[src/rtl/demux_frame_scheduler.sv]
// -----------------------------------------------------------------------------
// demux_frame_scheduler
//
// Upstream sequencer for a 1:16 demultiplexer. Accepts a 16-bit data word and a
// 16-bit channel mask through a valid/ready handshake. It then walks the set mask
// bits from the lowest channel to the highest, one channel per clock. For each
// channel it drives the demux Enable/Select/Data lines. An optional idle gap
// follows each frame. Each completed frame produces a one-cycle done pulse and
// increments a wrapping 8-bit counter.
//
// Parameters
//   GAP_CYCLES        idle cycles after each frame before the next accept (0..15)
//
// Ports
//   Clock_In          clock, rising edge active
//   Reset_n_In        asynchronous active-low reset
//   Abort_In          synchronous abort back to IDLE (no done, count unchanged)
//   Frame_Valid_In    frame offered
//   Frame_Ready_Out   frame can be accepted this cycle
//   Frame_Data_In     bit i = value for demux channel i
//   Frame_Mask_In     bit i = 1 -> channel i driven this frame
//   Demux_Enable_Out  demux Enable_In
//   Demux_Select_Out  demux Select_In (holds last driven channel when idle)
//   Demux_Data_Out    demux Data_In
//   Busy_Out          high while scanning or in the inter-frame gap
//   Frame_Done_Out    one-cycle pulse per completed frame
//   Frames_Sent_Out   completed-frame count, wraps 255 -> 0
// -----------------------------------------------------------------------------
module demux_frame_scheduler #(
   parameter int unsigned GAP_CYCLES = 1
) (
   input  logic        Clock_In,
   input  logic        Reset_n_In,
   input  logic        Abort_In,
   input  logic        Frame_Valid_In,
   output logic        Frame_Ready_Out,
   input  logic [15:0] Frame_Data_In,
   input  logic [15:0] Frame_Mask_In,
   output logic        Demux_Enable_Out,
   output logic [3:0]  Demux_Select_Out,
   output logic        Demux_Data_Out,
   output logic        Busy_Out,
   output logic        Frame_Done_Out,
   output logic [7:0]  Frames_Sent_Out
);

   localparam logic [3:0] GAP_W = 4'(GAP_CYCLES);

   typedef enum logic [1:0] {
      ST_IDLE = 2'd0,
      ST_SCAN = 2'd1,
      ST_GAP  = 2'd2
   } state_t;

   state_t      r_state;
   logic [15:0] r_data;
   logic [15:0] r_remaining;
   logic [3:0]  r_gap_cnt;
   logic [7:0]  r_frames;
   logic        r_done;
   logic [3:0]  r_sel_hold;

   logic [3:0]  w_low_idx;
   logic        w_last_bit;
   logic        w_accept;
   logic        w_complete;

   // Lowest set bit of the remaining mask. The loop runs downwards so the
   // lowest index is the last one written.
   // NOTE: every always_comb output gets a default first so no latch is inferred.
   always_comb begin
      w_low_idx = 4'd0;
      for (int i = 15; i >= 0; i--) begin
         if (r_remaining[i]) w_low_idx = 4'(i);
      end
   end

   // True when only one bit is left, so this SCAN cycle is the final one.
   assign w_last_bit = ((r_remaining & (r_remaining - 16'd1)) == 16'd0);

   assign w_accept   = (r_state == ST_IDLE) && Frame_Valid_In && !Abort_In;

   // A zero-mask frame completes on its acceptance edge. A normal frame completes
   // on the edge that clears its last bit. Abort suppresses both cases.
   assign w_complete = !Abort_In &&
                       ((w_accept && (Frame_Mask_In == 16'd0)) ||
                        ((r_state == ST_SCAN) && w_last_bit));

   // NOTE: sequential state uses non-blocking assignments only, so every register
   // sees the pre-edge values of the others.
   always_ff @(posedge Clock_In or negedge Reset_n_In) begin
      if (!Reset_n_In) begin
         r_state     <= ST_IDLE;
         r_data      <= '0;
         r_remaining <= '0;
         r_gap_cnt   <= '0;
         r_frames    <= '0;
         r_done      <= 1'b0;
         r_sel_hold  <= '0;
      end else begin
         r_done <= w_complete;

         if (w_complete) r_frames <= r_frames + 8'd1;

         // Select keeps the last channel actually presented, including one
         // presented in the cycle an abort hits.
         if (r_state == ST_SCAN) r_sel_hold <= w_low_idx;

         if (Abort_In) begin
            r_state     <= ST_IDLE;
            r_remaining <= '0;
            r_gap_cnt   <= '0;
         end else begin
            case (r_state)
               ST_IDLE: begin
                  if (w_accept) begin
                     r_data      <= Frame_Data_In;
                     r_remaining <= Frame_Mask_In;
                     if (Frame_Mask_In != 16'd0) begin
                        r_state <= ST_SCAN;
                     end else if (GAP_W != 4'd0) begin
                        r_state   <= ST_GAP;
                        r_gap_cnt <= GAP_W;
                     end
                  end
               end

               ST_SCAN: begin
                  r_remaining <= r_remaining & (r_remaining - 16'd1);
                  if (w_last_bit) begin
                     if (GAP_W != 4'd0) begin
                        r_state   <= ST_GAP;
                        r_gap_cnt <= GAP_W;
                     end else begin
                        r_state <= ST_IDLE;
                     end
                  end
               end

               ST_GAP: begin
                  r_gap_cnt <= r_gap_cnt - 4'd1;
                  if (r_gap_cnt == 4'd1) r_state <= ST_IDLE;
               end

               default: r_state <= ST_IDLE;
            endcase
         end
      end
   end

   // Reset is included in Ready so that no frame is offered a handshake while
   // the block is held in reset.
   assign Frame_Ready_Out  = Reset_n_In && (r_state == ST_IDLE) && !Abort_In;
   assign Demux_Enable_Out = (r_state == ST_SCAN);
   assign Demux_Select_Out = (r_state == ST_SCAN) ? w_low_idx : r_sel_hold;
   assign Demux_Data_Out   = (r_state == ST_SCAN) ? r_data[w_low_idx] : 1'b0;
   assign Busy_Out         = (r_state == ST_SCAN) || (r_state == ST_GAP);
   assign Frame_Done_Out   = r_done;
   assign Frames_Sent_Out  = r_frames;

endmodule

[config.mk]
export PLATFORM = sky130hd
export DESIGN_NAME = demux_frame_scheduler
export DESIGN_NICKNAME = d
export VERILOG_FILES = /design/src/rtl/demux_frame_scheduler.sv
export SDC_FILE = /design/constraint.sdc
export NUM_CORES = 1
export LEC_CHECK = 0
export ABC_AREA = 1
export CORE_AREA = 2 2 69 84
export CTS_CLUSTER_SIZE = 12
export DETAILED_ROUTE_END_ITERATION = 10
export DIE_AREA = 0 0 71 86
export PLACE_DENSITY = 0.83
export SETUP_SLACK_MARGIN = 0.3
export SYNTH_ARGS = -nofsm -noshare
export SYNTH_HDL_FRONTEND = slang
export SYNTH_SLANG_ARGS = --single-unit
[constraint.sdc]
create_clock -name Clock_In -period 4.5 [get_ports Clock_In]
set_input_delay 1.125 -clock Clock_In [delete_from_list [all_inputs] [get_ports Clock_In]]
set_output_delay 1.125 -clock Clock_In [all_outputs]
set_load 0.02 [all_outputs]
==> impl_summary.log <==
INFO  metric outcome = completed
INFO  metric diodes = 0
INFO  metric post-synth-top-count-cell = sky130_fd_sc_hd__nand2_1
INFO  metric slew_headroom = 0.5652
INFO  metric ys_seq_elements = 51
INFO  metric synthCells = 374
INFO  metric core-area = 0.005261 mm2
INFO  metric worst_hold_startpoint = r_data[9]
INFO  metric vias_in_the_first_global_route = 2656
INFO  metric asyncSetResetFlopFracSynth = 1.000
INFO  metric path_class = flop to primary output
INFO  metric hold_class = flop to flop
INFO  metric final.hold.worst_slack = 0.4835 ns
INFO  metric initial_utilization = 0.5505
INFO  metric floorplan.die_area = 0.006106 mm2
INFO  metric yosys-top-cells-count = sky130_fd_sc_hd__nand2_1 (115), sky130_fd_sc_hd__dfrtp_1 (51), sky130_fd_sc_hd__inv_1 (39), sky130_fd_sc_hd__nand3_1 (29), sky130_fd_sc_hd__a21oi_1 (21)
INFO  metric final_period_minus_worst_setup_slack = 3.884 ns
INFO  metric crit_path_start = r_remaining[14]
INFO  metric floorplan.die.height = 86 um
INFO  metric synth.net_count = 416
INFO  metric finalSetupViolCount = 0
INFO  metric synthDominantAreaCellType = sky130_fd_sc_hd__dfrtp_1
INFO  metric clock_latency = 0.31 ns
INFO  metric finalWeightedCongestion = 0.8843
INFO  metric numPlacedInstances = 485
INFO  metric start_kind = flop
INFO  metric max_ir_drop_vdd = 0.0004677 V
INFO  metric required = 3.38 ns
INFO  metric timing_hold_violations_final = 0
INFO  metric ys_flop_type = sky130_fd_sc_hd__dfrtp_1
INFO  metric tightest_slew = 0.6522 ns
INFO  metric drt_drc_violations_left = 0
INFO  metric synth_edf_count = 0
INFO  metric syn_area_per_cell = 7.745 um2
INFO  metric cts_repair_resize_count = 0
INFO  metric ys_top_cells_by_area = sky130_fd_sc_hd__dfrtp_1 (44%), sky130_fd_sc_hd__nand2_1 (15%), sky130_fd_sc_hd__inv_1 (5.1%)
INFO  metric final_antenna_net_count = 0
INFO  metric yosysWarningCount = 0
INFO  metric std_cell_rows = 29
INFO  metric sequential_element_share_of_the_synthesized_area = 0.4406
INFO  metric rsz0062_at_grt = false
INFO  metric global_route.usage.total = 0.2395
INFO  metric numCtsBuffers = 5
INFO  metric post-route-period-util = 0.8631
INFO  metric antenna_found_initial = 0
INFO  metric fin_tns_setup = 0 ns
INFO  metric report.final.slew_viol_count = 0
INFO  metric cts.hold.buffers_added = 0
INFO  metric post_cts.repair.setup_buffers = 0
INFO  metric io_buffers = 52
INFO  metric drv_cap = 0
INFO  metric worst_r2r_startpoint = r_remaining[0]
INFO  metric detail_route.vias_per_cell = 5.462
INFO  metric place.detailed.hpwl = 5.125 mm
INFO  metric cp.arrival = 2.76 ns
INFO  metric max-clock-path-buffers = 2
INFO  metric drt_first_pass_iters = 5
INFO  metric grt_max_degree = 52
INFO  metric htree_num_levels = 2
INFO  metric numClockSinks = 51
INFO  metric setup.worst_path.end_class = primary output
INFO  metric grt.overflow.total = 0
INFO  metric flow.area_growth_from_synthesis = 23.54%
INFO  metric die_width = 71 um
INFO  metric power.static_leakage = 0.001688 uW
INFO  metric vias = 2693
INFO  metric synthDominantCellAreaShare = 0.4406
INFO  metric cts-root-buf = sky130_fd_sc_hd__clkbuf_8
INFO  metric finalNonFillerCells = 493
INFO  metric route.final.wire_length = 6.757 mm
INFO  metric grt_first_pass_wirelength = 11.56 mm
INFO  metric num_io_pins = 53
INFO  metric crit_fanout = 9
INFO  metric clock_edge_transition_at_the_registers_on_the_reported_setup_and_hold_paths = 0.10 ns
INFO  metric maxClockFrequency = 257.5 MHz
INFO  metric nNetsFinal = 472
INFO  metric clock-skew-final = 0.008670 ns
INFO  metric drt_first_iter_violations = 217
INFO  metric post_route_cells_drive_above_1_share = 0.09977
INFO  metric tritoncts_clock_tree = done
INFO  metric power_per_cell_area = 621.4 mW/mm2
INFO  metric routed_wirelength_normalized_by_instance_count = 13.71 um
INFO  metric netlist_area = 0.002897 mm2
INFO  metric post_synth_num_cell_types = 34
==> state kept, by name, summed over array words and instances, names as in the netlist <==
name / cells
Frame_Done_Out: 1
Frames_Sent_Out: 8
r_data: 16
r_gap_cnt: 4
r_remaining: 16
r_sel_hold: 4
r_state: 2
==> layout make-up <==
| class | count | area, um2 |
|---|---|---|
| fillers | 439 | 1683 |
| multi-input cells | 272 | 1426 |
| flip-flops and latches | 51 | 1276 |
| repair buffers | 56 | 545.5 |
| inverters | 44 | 165.2 |
| well taps | 62 | 77.57 |
| clock buffers | 5 | 68.82 |
| clock inverters | 3 | 18.77 |
==> cells in the final DEF, fill, tap and decap left out, types with 4 or more instances in the layout <==
cell,n
sky130_fd_sc_hd__ha_1,6
sky130_fd_sc_hd__a22oi_1,11
sky130_fd_sc_hd__dfrtp_1,51
sky130_fd_sc_hd__buf_4,4
sky130_fd_sc_hd__nand2_2,7
sky130_fd_sc_hd__clkdlybuf4s50_1,51
sky130_fd_sc_hd__o21ai_1,6
sky130_fd_sc_hd__a21oi_1,21
sky130_fd_sc_hd__nand2_1,113
sky130_fd_sc_hd__o21ai_0,15
sky130_fd_sc_hd__nor2_2,8
sky130_fd_sc_hd__inv_1,39
sky130_fd_sc_hd__clkbuf_8,5
sky130_fd_sc_hd__xor2_1,6
sky130_fd_sc_hd__nor2_1,16
sky130_fd_sc_hd__a31oi_1,5
sky130_fd_sc_hd__nor3_1,4
sky130_fd_sc_hd__nand3_1,29
==> power breakdown <==
group | switching [uW] | internal (uW)
clock | 161 | 110
combinational | 751 | 437
sequential | 127 | 638
total | 1040 | 1190
==> routing by layer <==
metal / global-route usage / vias up / share of wire
met2: 0.4112 / 100 / 0.51
met1: 0.2874 / 1233 / 0.41
met3: 0.05053 / 20 / 0.057
li1: - / 1340 / -
met5: 0 / - / 0
met4: 0.1098 / 0 / 0.026
==> through the flow <==
| step | util | setup slack [ns] | total power, uW | area [um2] |
|---|---|---|---|---|
| floorplan | - | 1.453 | 1601 | 2897 |
| global placement | 0.6625 | 0.8996 | 1901 | 3486 |
| detailed placement | 0.6625 | 0.8789 | 1943 | 3486 |
| CTS | 0.6792 | 0.4769 | 2216 | 3573 |
| global route | 0.6801 | 0.3188 | 2425 | 3578 |
| finish | 0.6801 | 0.6162 | 2224 | 3578 |
==> cells by family after synthesis <==
group	share of synthesized area
simple gates	0.3080
compound gates	0.1287
buf+inv	0.06868
flops	0.4406
xor+xnor	0.02419
fa+ha+maj	0.02592
mux	0.003887
==> critical path, cell delays in order, from the launching register on <==
cell and delay, ns:
sky130_fd_sc_hd__dfrtp_1 0.37, sky130_fd_sc_hd__inv_1 0.09, sky130_fd_sc_hd__nand2_1 0.06, sky130_fd_sc_hd__nand2_1 0.04, sky130_fd_sc_hd__nand2_1 0.05, sky130_fd_sc_hd__nand2_1 0.04, sky130_fd_sc_hd__nand2_1 0.05, sky130_fd_sc_hd__nand2_1 0.04
sky130_fd_sc_hd__nand2_1 0.05, sky130_fd_sc_hd__nand2_1 0.04, sky130_fd_sc_hd__nand2_1 0.07, sky130_fd_sc_hd__nand2_1 0.07, sky130_fd_sc_hd__nand2_1 0.06, sky130_fd_sc_hd__nand2_1 0.05, sky130_fd_sc_hd__nand2_1 0.06, sky130_fd_sc_hd__nand2_2 0.11
sky130_fd_sc_hd__nand2_2 0.17, sky130_fd_sc_hd__nand2_1 0.07, sky130_fd_sc_hd__nand3_1 0.07, sky130_fd_sc_hd__nand3_1 0.08, sky130_fd_sc_hd__nand2_1 0.07, sky130_fd_sc_hd__nand2_1 0.04, sky130_fd_sc_hd__nand2_1 0.08, sky130_fd_sc_hd__clkdlybuf4s50_1 0.61
==> final timing paths <==
path,end,slack [ns],cells after the start
min in group asynchronous,r_remaining[15],0.98,2
max reg2reg,Frames_Sent_Out[7],2.13,9
max,Demux_Data_Out,0.62,23
min,r_data[9],0.48,2
max in group asynchronous,r_gap_cnt[3],3.08,2
min reg2reg,r_data[9],0.48,2
No activity file was read; power rests on OpenSTA's default activity.
